===== config.mk =====
export PLATFORM = sky130hd
export DESIGN_NAME = agu_burst_sequencer_flat
export DESIGN_NICKNAME = d
export VERILOG_FILES = /design/src/rtl/agu_burst_sequencer_pkg.sv /design/src/rtl/agu_burst_sequencer_if.sv /design/src/rtl/agu_burst_sequencer_rr_arbiter2.sv /design/src/rtl/agu_burst_sequencer.sv /design/src/flat_wrapper.sv
export SDC_FILE = /design/constraint.sdc
export NUM_CORES = 1
export LEC_CHECK = 0
export CAP_MARGIN = 20
export CORE_ASPECT_RATIO = 0.7
export CORE_MARGIN = 2
export CORE_UTILIZATION = 23
export CTS_BUF_LIST = sky130_fd_sc_hd__clkbuf_8 sky130_fd_sc_hd__clkbuf_16
export DETAILED_ROUTE_END_ITERATION = 7
export PLACE_DENSITY_LB_ADDON = 0.08
export SYNTH_ARGS = -nofsm -noshare
export SYNTH_HDL_FRONTEND = slang
export SYNTH_HIERARCHICAL = 1
export SYNTH_SLANG_ARGS = --single-unit
export TNS_END_PERCENT = 100

===== constraint.sdc =====
create_clock -name clk -period 3.4 [get_ports clk]
set_clock_uncertainty 0.15 [all_clocks]
set_input_delay 0.68 -clock clk [delete_from_list [all_inputs] [get_ports clk]]
set_output_delay 0.68 -clock clk [all_outputs]
set_load 0.01 [all_outputs]

===== src/rtl/agu_burst_sequencer_pkg.sv =====
// Shared types and defaults for the burst address sequencer: FSM states,
// default widths, descriptor layout and the round-robin pick helper.
package agu_pkg;

  localparam int AGU_ADDR_W = 64;
  localparam int AGU_CNT_W  = 16;

  typedef enum logic [1:0] {
    IDLE  = 2'd0,
    ISSUE = 2'd1,
    DONE  = 2'd2
  } state_t;

  typedef struct packed {
    logic [AGU_ADDR_W-1:0] start;
    logic [AGU_ADDR_W-1:0] stride;
    logic [AGU_CNT_W-1:0]  count;
  } desc_t;

  // Index to grant among two requesters; ptr names the favoured one.
  // Only meaningful when at least one request bit is set.
  function automatic logic rr_pick(input logic [1:0] req, input logic ptr);
    logic pick;
    pick = req[ptr] ? ptr : ~ptr;
    return pick;
  endfunction

endpackage


===== src/rtl/agu_burst_sequencer_if.sv =====
// Descriptor, address-stream and completion signals of the burst sequencer.
// master = sequencer side, slave = requesters / memory port side.
interface agu_burst_sequencer_if #(
  parameter int ADDR_W = agu_pkg::AGU_ADDR_W,
  parameter int CNT_W  = agu_pkg::AGU_CNT_W
);

  logic [1:0]          req_valid;
  logic [1:0]          req_ready;
  logic [2*ADDR_W-1:0] req_start;
  logic [2*ADDR_W-1:0] req_stride;
  logic [2*CNT_W-1:0]  req_count;
  logic                abort;

  logic                addr_valid;
  logic                addr_ready;
  logic [ADDR_W-1:0]   generated_address;
  logic                addr_last;
  logic                addr_owner;

  logic                done_valid;
  logic                done_owner;
  logic                done_aborted;

  modport master (
    input  req_valid, req_start, req_stride, req_count, abort, addr_ready,
    output req_ready, addr_valid, generated_address, addr_last, addr_owner,
           done_valid, done_owner, done_aborted
  );

  modport slave (
    output req_valid, req_start, req_stride, req_count, abort, addr_ready,
    input  req_ready, addr_valid, generated_address, addr_last, addr_owner,
           done_valid, done_owner, done_aborted
  );

endinterface


===== src/rtl/agu_burst_sequencer_rr_arbiter2.sv =====
// Two-way round-robin arbiter; the pointer moves past the winner only when
// a grant is actually issued (en high and a request present).
module rr_arbiter2
  import agu_pkg::*;
(
  input  logic       clk,
  input  logic       rst,
  input  logic [1:0] req,
  input  logic       en,
  output logic [1:0] gnt,
  output logic       gnt_idx
);

  logic ptr_reg;
  logic ptr_next;
  logic any_req;

  assign any_req = |req;
  assign gnt_idx = rr_pick(req, ptr_reg);

  always_comb begin
    gnt      = 2'b00;
    ptr_next = ptr_reg;
    if (en && any_req) begin
      gnt[gnt_idx] = 1'b1;
      ptr_next     = ~gnt_idx;
    end
  end

  always_ff @(posedge clk) begin
    if (rst) begin
      ptr_reg <= 1'b0;
    end else begin
      ptr_reg <= ptr_next;
    end
  end

endmodule


===== src/rtl/agu_burst_sequencer.sv =====
// Burst address sequencer: grants one of two descriptors, then steps the
// address once per accepted beat and reports burst completion.
module agu_burst_sequencer
  import agu_pkg::*;
#(
  parameter int ADDR_W = AGU_ADDR_W,
  parameter int CNT_W  = AGU_CNT_W
) (
  input  logic                  clk,
  input  logic                  rst,
  agu_burst_sequencer_if.master bus
);

  state_t            state_reg, state_next;
  logic [ADDR_W-1:0] addr_reg, addr_next;
  logic [ADDR_W-1:0] stride_reg, stride_next;
  logic [CNT_W-1:0]  remaining_reg, remaining_next;
  logic              owner_reg, owner_next;
  logic              abort_reg, abort_next;

  logic [ADDR_W-1:0] start_arr  [2];
  logic [ADDR_W-1:0] stride_arr [2];
  logic [CNT_W-1:0]  count_arr  [2];

  logic [1:0] gnt;
  logic       gnt_idx;
  logic       arb_en;
  logic       abort_now;
  logic       last_beat;

  genvar gi;
  generate
    for (gi = 0; gi < 2; gi++) begin : g_unpack
      assign start_arr[gi]  = bus.req_start[gi*ADDR_W +: ADDR_W];
      assign stride_arr[gi] = bus.req_stride[gi*ADDR_W +: ADDR_W];
      assign count_arr[gi]  = bus.req_count[gi*CNT_W +: CNT_W];
    end
  endgenerate

  // Grants happen only in IDLE, so req_ready can never pulse mid-burst.
  assign arb_en = (state_reg == IDLE);

  rr_arbiter2 u_arb (
    .clk     (clk),
    .rst     (rst),
    .req     (bus.req_valid),
    .en      (arb_en),
    .gnt     (gnt),
    .gnt_idx (gnt_idx)
  );

  assign bus.req_ready         = gnt;
  assign bus.generated_address = addr_reg;
  assign bus.addr_owner        = owner_reg;

  always_comb begin
    state_next     = state_reg;
    addr_next      = addr_reg;
    stride_next    = stride_reg;
    remaining_next = remaining_reg;
    owner_next     = owner_reg;
    abort_next     = abort_reg;
    abort_now      = 1'b0;
    last_beat      = 1'b0;
    bus.addr_valid   = 1'b0;
    bus.addr_last    = 1'b0;
    bus.done_valid   = 1'b0;
    bus.done_owner   = 1'b0;
    bus.done_aborted = 1'b0;

    case (state_reg)
      IDLE: begin
        if (|gnt) begin
          addr_next      = start_arr[gnt_idx];
          stride_next    = stride_arr[gnt_idx];
          remaining_next = count_arr[gnt_idx];
          owner_next     = gnt_idx;
          abort_next     = 1'b0;
          state_next     = (count_arr[gnt_idx] == '0) ? DONE : ISSUE;
        end
      end

      ISSUE: begin
        // A live abort marks the beat on offer as last in the same cycle.
        abort_now     = abort_reg | bus.abort;
        last_beat     = (remaining_reg == CNT_W'(1)) || abort_now;
        abort_next    = abort_now;
        bus.addr_valid = 1'b1;
        bus.addr_last  = last_beat;
        if (bus.addr_ready) begin
          addr_next      = addr_reg + stride_reg;
          remaining_next = remaining_reg - CNT_W'(1);
          if (last_beat) begin
            state_next = DONE;
          end
        end
      end

      DONE: begin
        bus.done_valid   = 1'b1;
        bus.done_owner   = owner_reg;
        bus.done_aborted = abort_reg;
        state_next       = IDLE;
      end

      default: begin
        state_next = IDLE;
      end
    endcase
  end

  always_ff @(posedge clk) begin
    if (rst) begin
      state_reg     <= IDLE;
      addr_reg      <= '0;
      stride_reg    <= '0;
      remaining_reg <= '0;
      owner_reg     <= 1'b0;
      abort_reg     <= 1'b0;
    end else begin
      state_reg     <= state_next;
      addr_reg      <= addr_next;
      stride_reg    <= stride_next;
      remaining_reg <= remaining_next;
      owner_reg     <= owner_next;
      abort_reg     <= abort_next;
    end
  end

endmodule


===== src/flat_wrapper.sv =====
// flat-port wrapper written by rule: the top's interface ports become plain ports
module agu_burst_sequencer_flat import agu_pkg::*;
#(
  parameter int ADDR_W = AGU_ADDR_W,
  parameter int CNT_W  = AGU_CNT_W
)
  (clk, rst, bus_req_valid, bus_req_start, bus_req_stride, bus_req_count, bus_abort, bus_addr_ready, bus_req_ready, bus_addr_valid, bus_generated_address, bus_addr_last, bus_addr_owner, bus_done_valid, bus_done_owner, bus_done_aborted);
  agu_burst_sequencer_if #(.ADDR_W(ADDR_W), .CNT_W(CNT_W)) bus_i ();
  input  logic clk;
  input  logic rst;
  input wire logic [$bits(bus_i.req_valid)-1:0] bus_req_valid;
  input wire logic [$bits(bus_i.req_start)-1:0] bus_req_start;
  input wire logic [$bits(bus_i.req_stride)-1:0] bus_req_stride;
  input wire logic [$bits(bus_i.req_count)-1:0] bus_req_count;
  input wire logic [$bits(bus_i.abort)-1:0] bus_abort;
  input wire logic [$bits(bus_i.addr_ready)-1:0] bus_addr_ready;
  output wire logic [$bits(bus_i.req_ready)-1:0] bus_req_ready;
  output wire logic [$bits(bus_i.addr_valid)-1:0] bus_addr_valid;
  output wire logic [$bits(bus_i.generated_address)-1:0] bus_generated_address;
  output wire logic [$bits(bus_i.addr_last)-1:0] bus_addr_last;
  output wire logic [$bits(bus_i.addr_owner)-1:0] bus_addr_owner;
  output wire logic [$bits(bus_i.done_valid)-1:0] bus_done_valid;
  output wire logic [$bits(bus_i.done_owner)-1:0] bus_done_owner;
  output wire logic [$bits(bus_i.done_aborted)-1:0] bus_done_aborted;
  assign bus_i.req_valid = bus_req_valid;
  assign bus_i.req_start = bus_req_start;
  assign bus_i.req_stride = bus_req_stride;
  assign bus_i.req_count = bus_req_count;
  assign bus_i.abort = bus_abort;
  assign bus_i.addr_ready = bus_addr_ready;
  assign bus_req_ready = bus_i.req_ready;
  assign bus_addr_valid = bus_i.addr_valid;
  assign bus_generated_address = bus_i.generated_address;
  assign bus_addr_last = bus_i.addr_last;
  assign bus_addr_owner = bus_i.addr_owner;
  assign bus_done_valid = bus_i.done_valid;
  assign bus_done_owner = bus_i.done_owner;
  assign bus_done_aborted = bus_i.done_aborted;
  agu_burst_sequencer #(.ADDR_W(ADDR_W), .CNT_W(CNT_W)) u_core (.clk(clk), .rst(rst), .bus(bus_i));
endmodule

==> impl_metrics.py <==
metrics = {
    "hold_path": {
        "hold_path_class": "reg -> reg",
    },
    "final_layout": {
        "fin_nets": 2142,
        "fin_cells": 2451,
        "drive_above_1_share_pct": 7.02,
        "area.growth.synth_to_final_pct": 47.7,
    },
    "sta": {
        "finalHoldViolations": 0,
        "post-route-min-period_ns": 3.29,
        "slew_violations": 0,
        "slew_headroom_pct": 41.3,
        "tns_ns": 0,
        "finalCritPeriodShare_pct": 96.9,
        "setup_viol": 0,
        "fmax_ghz": 0.304,
        "tightest_slew_ns": 0.875,
    },
    "pwr": {
        "powerDensity_nw_per_um2": 707,
        "p_leak_nw": 6.77,
        "peakVddDrop_mv": 0.358,
    },
    "global_route": {
        "grt.total_usage_pct": 18.3,
        "grt_pass1_wl_um": 71100,
        "grt_pass1_vias": 11700,
        "antenna_found_initial": 1,
        "grt_start_max_net_pins": 64,
        "gr-total-overflow": 0,
    },
    "logic_synthesis": {
        "ys_async_sr_fraction_pct": 0,
        "synth_edf_count": 0,
        "avgSynthCellArea_um2": 7.80,
        "synth_seq_cells": 149,
        "yosysTopAreaCell": "dfxtp_1",
        "netlist_top_cells_count": "166 x nor2_1, 149 x dfxtp_1, 144 x mux2i_1",
        "ys.flop_type": "dfxtp_1",
        "syn_inst": 1440,
        "yosys.cell_count.top_type": "nor2_1",
        "yosys_warnings": 6,
        "synth_nets": 1800,
        "ys_top_cells_by_area": "dfxtp_1 27%, mux2i_1 13%, ha_1 7.2%, a211oi_1 6.6%, a21oi_1 6.1%",
        "synthesis.area_um2": 11200,
        "ys_seq_area_share_pct": 26.5,
        "yosys.area.top_type_share_pct": 26.5,
        "yosys.cell_types.count": 71,
    },
    "die": {
        "core_area_um2": 48000,
        "die_area_um2": 50700,
        "rows": 67,
        "die_x_um": 268,
        "initial_core_util_pct": 23.4,
        "io_pins": 366,
        "chipHeight_um": 189,
    },
    "cts": {
        "cts_tree": "built",
        "clk_path_buf_depth": 2,
        "htreeDepth": 4,
        "insertion_delay_ns": 0.45,
        "hold_buffers": 0,
        "cts.sinks": 149,
        "cts_root_buf": "clkbuf_16",
        "clkTransAtPathRegs_ns": 0.07,
        "cts_made_buffers": 17,
    },
    "routing": {
        "wl_per_cell_um": 19.3,
        "dr.pass1.iters": 5,
        "drt-total-wl_um": 47200,
        "drc_errors": 0,
        "postRouteAntennaNets": 0,
        "dr_total_vias": 12100,
        "drt-vias-per-instance": 4.92,
        "drt_iter0_markers": 779,
    },
    "place": {
        "hpwl_um": 37100,
        "dp_cells": 2417,
        "portBuffers": 365,
        "gp_congestion": 0.856,
    },
    "flow_run": {
        "cap_violations": 0,
    },
    "run_status": {
        "status": "completed",
    },
    "worst_setup_path": {
        "required_ns": 3.64,
        "crit_path_max_fanout": 3,
        "reg2reg_slack_ns": 0.11,
        "start_kind": "register",
        "worstPathArrival_ns": 3.54,
        "endpoint_kind": "register",
        "critPathKind": "reg -> reg",
    },
}
==> placed cells by master (no fill, tap or decap), drive strengths merged, types with 7 or more instances in the layout <==
master,synthesis,final
a211oi,100,100
a21o,52,52
a21oi,138,138
a31oi,8,8
and2,7,7
and3,7,7
buf,25,62
clkbuf,78,18
clkdlybuf4s50,0,364
dfxtp,149,149
ha,65,65
inv,16,21
mux2i,144,144
nand2,119,119
nand3,37,37
nand4,17,17
nor2,166,166
nor3,53,53
o211ai,16,16
o21ai,80,80
o21bai,10,10
xnor2,29,29
xor2,26,26
==> timing repair <==
item | 4_1_cts | 5_1_grt
endpoints found under the hold margin | 0 | 0
pin swaps | 0 | 5
setup endpoints to repair | 1 | 21
gates resized for setup | 1 | 11
buffers inserted | 0 | 1
==> report_power, final <==
group          switching (W)  internal [W]
registers           0.000501       0.00233
logic                0.00403       0.00300
clock network       0.000896      0.000973
==> cell families (layout without fill, tap and decap cells) <==
group / after synthesis / after routing / synth area share [%]
muxes: 146 / 146 / 13.0
other: 0 / 1 / 0
xor gates and xnor gates: 55 / 55 / 4.29
DFF: 149 / 149 / 26.5
AOI/OAI and AO/OA: 468 / 468 / 27.5
buffers and inverters: 119 / 474 / 3.99
and+or+nand+nor: 437 / 437 / 17.3
adders and majority gates: 66 / 66 / 7.42
==> worst max-delay path: stages, from the launching register on <==
cell     delay (ns)
dfxtp_1        0.34
ha_2           0.21
fa_2           0.22
a21o_1         0.14
nand4_1        0.15
a21o_1         0.28
nor3b_1        0.17
buf_4          0.16
o41ai_4        0.31
a21oi_2        0.18
o31a_1         0.38
o21ai_2        0.18
mux2i_1        0.21
a22o_1         0.16
==> worst paths after layout <==
check / start / to / depth (start not counted)
min reg2reg: u_core/bus.generated_address[19] / u_core/bus.generated_address[19] / 2
max reg2reg: u_core/stride_reg[0] / u_core/bus.generated_address[52] / 13
min: u_core/bus.generated_address[19] / u_core/bus.generated_address[19] / 2
max: u_core/stride_reg[0] / u_core/bus.generated_address[52] / 13
==> per-layer routing <==
layer  track usage [%]  part of all wire [%]  vias to the layer above
met5                 0                 0.025                        -
met4              3.61                  0.93                        2
met3              3.68                   6.0                       25
met2              26.7                    42                      315
met1              27.6                    51                     5689
li1                  -                     -                     6032
==> stage by stage <==
| stage | hold WS [ns] | power, W | worst slack [ns] | util [%] | cell area (µm²) |
|---|---|---|---|---|---|
| after floorplan | 0.295 | 0.00692 | 0.418 | - | 11200 |
| after global placement | 0.308 | 0.00987 | 0.0638 | 33.3 | 16000 |
| after detailed placement | 0.316 | 0.00986 | 0.0435 | 33.3 | 16000 |
| after CTS | 0.327 | 0.0118 | 0.0291 | 34.4 | 16500 |
| after global routing | 0.354 | 0.0127 | -0.00000155 | 34.5 | 16600 |
| final | 0.325 | 0.0117 | 0.106 | 34.6 | 16600 |
==> final cells by class <==
type | instances | area, µm²
fillers | 5041 | 31400
inverters | 16 | 60.1
flip-flops and latches | 149 | 2980
diodes | 1 | 2.50
multi-input cells | 1172 | 7900
clock buffers | 18 | 439
well taps | 655 | 820
repair buffers | 426 | 4280
clock inverters | 14 | 120
Note: power is estimated with default switching activity, not from simulation.
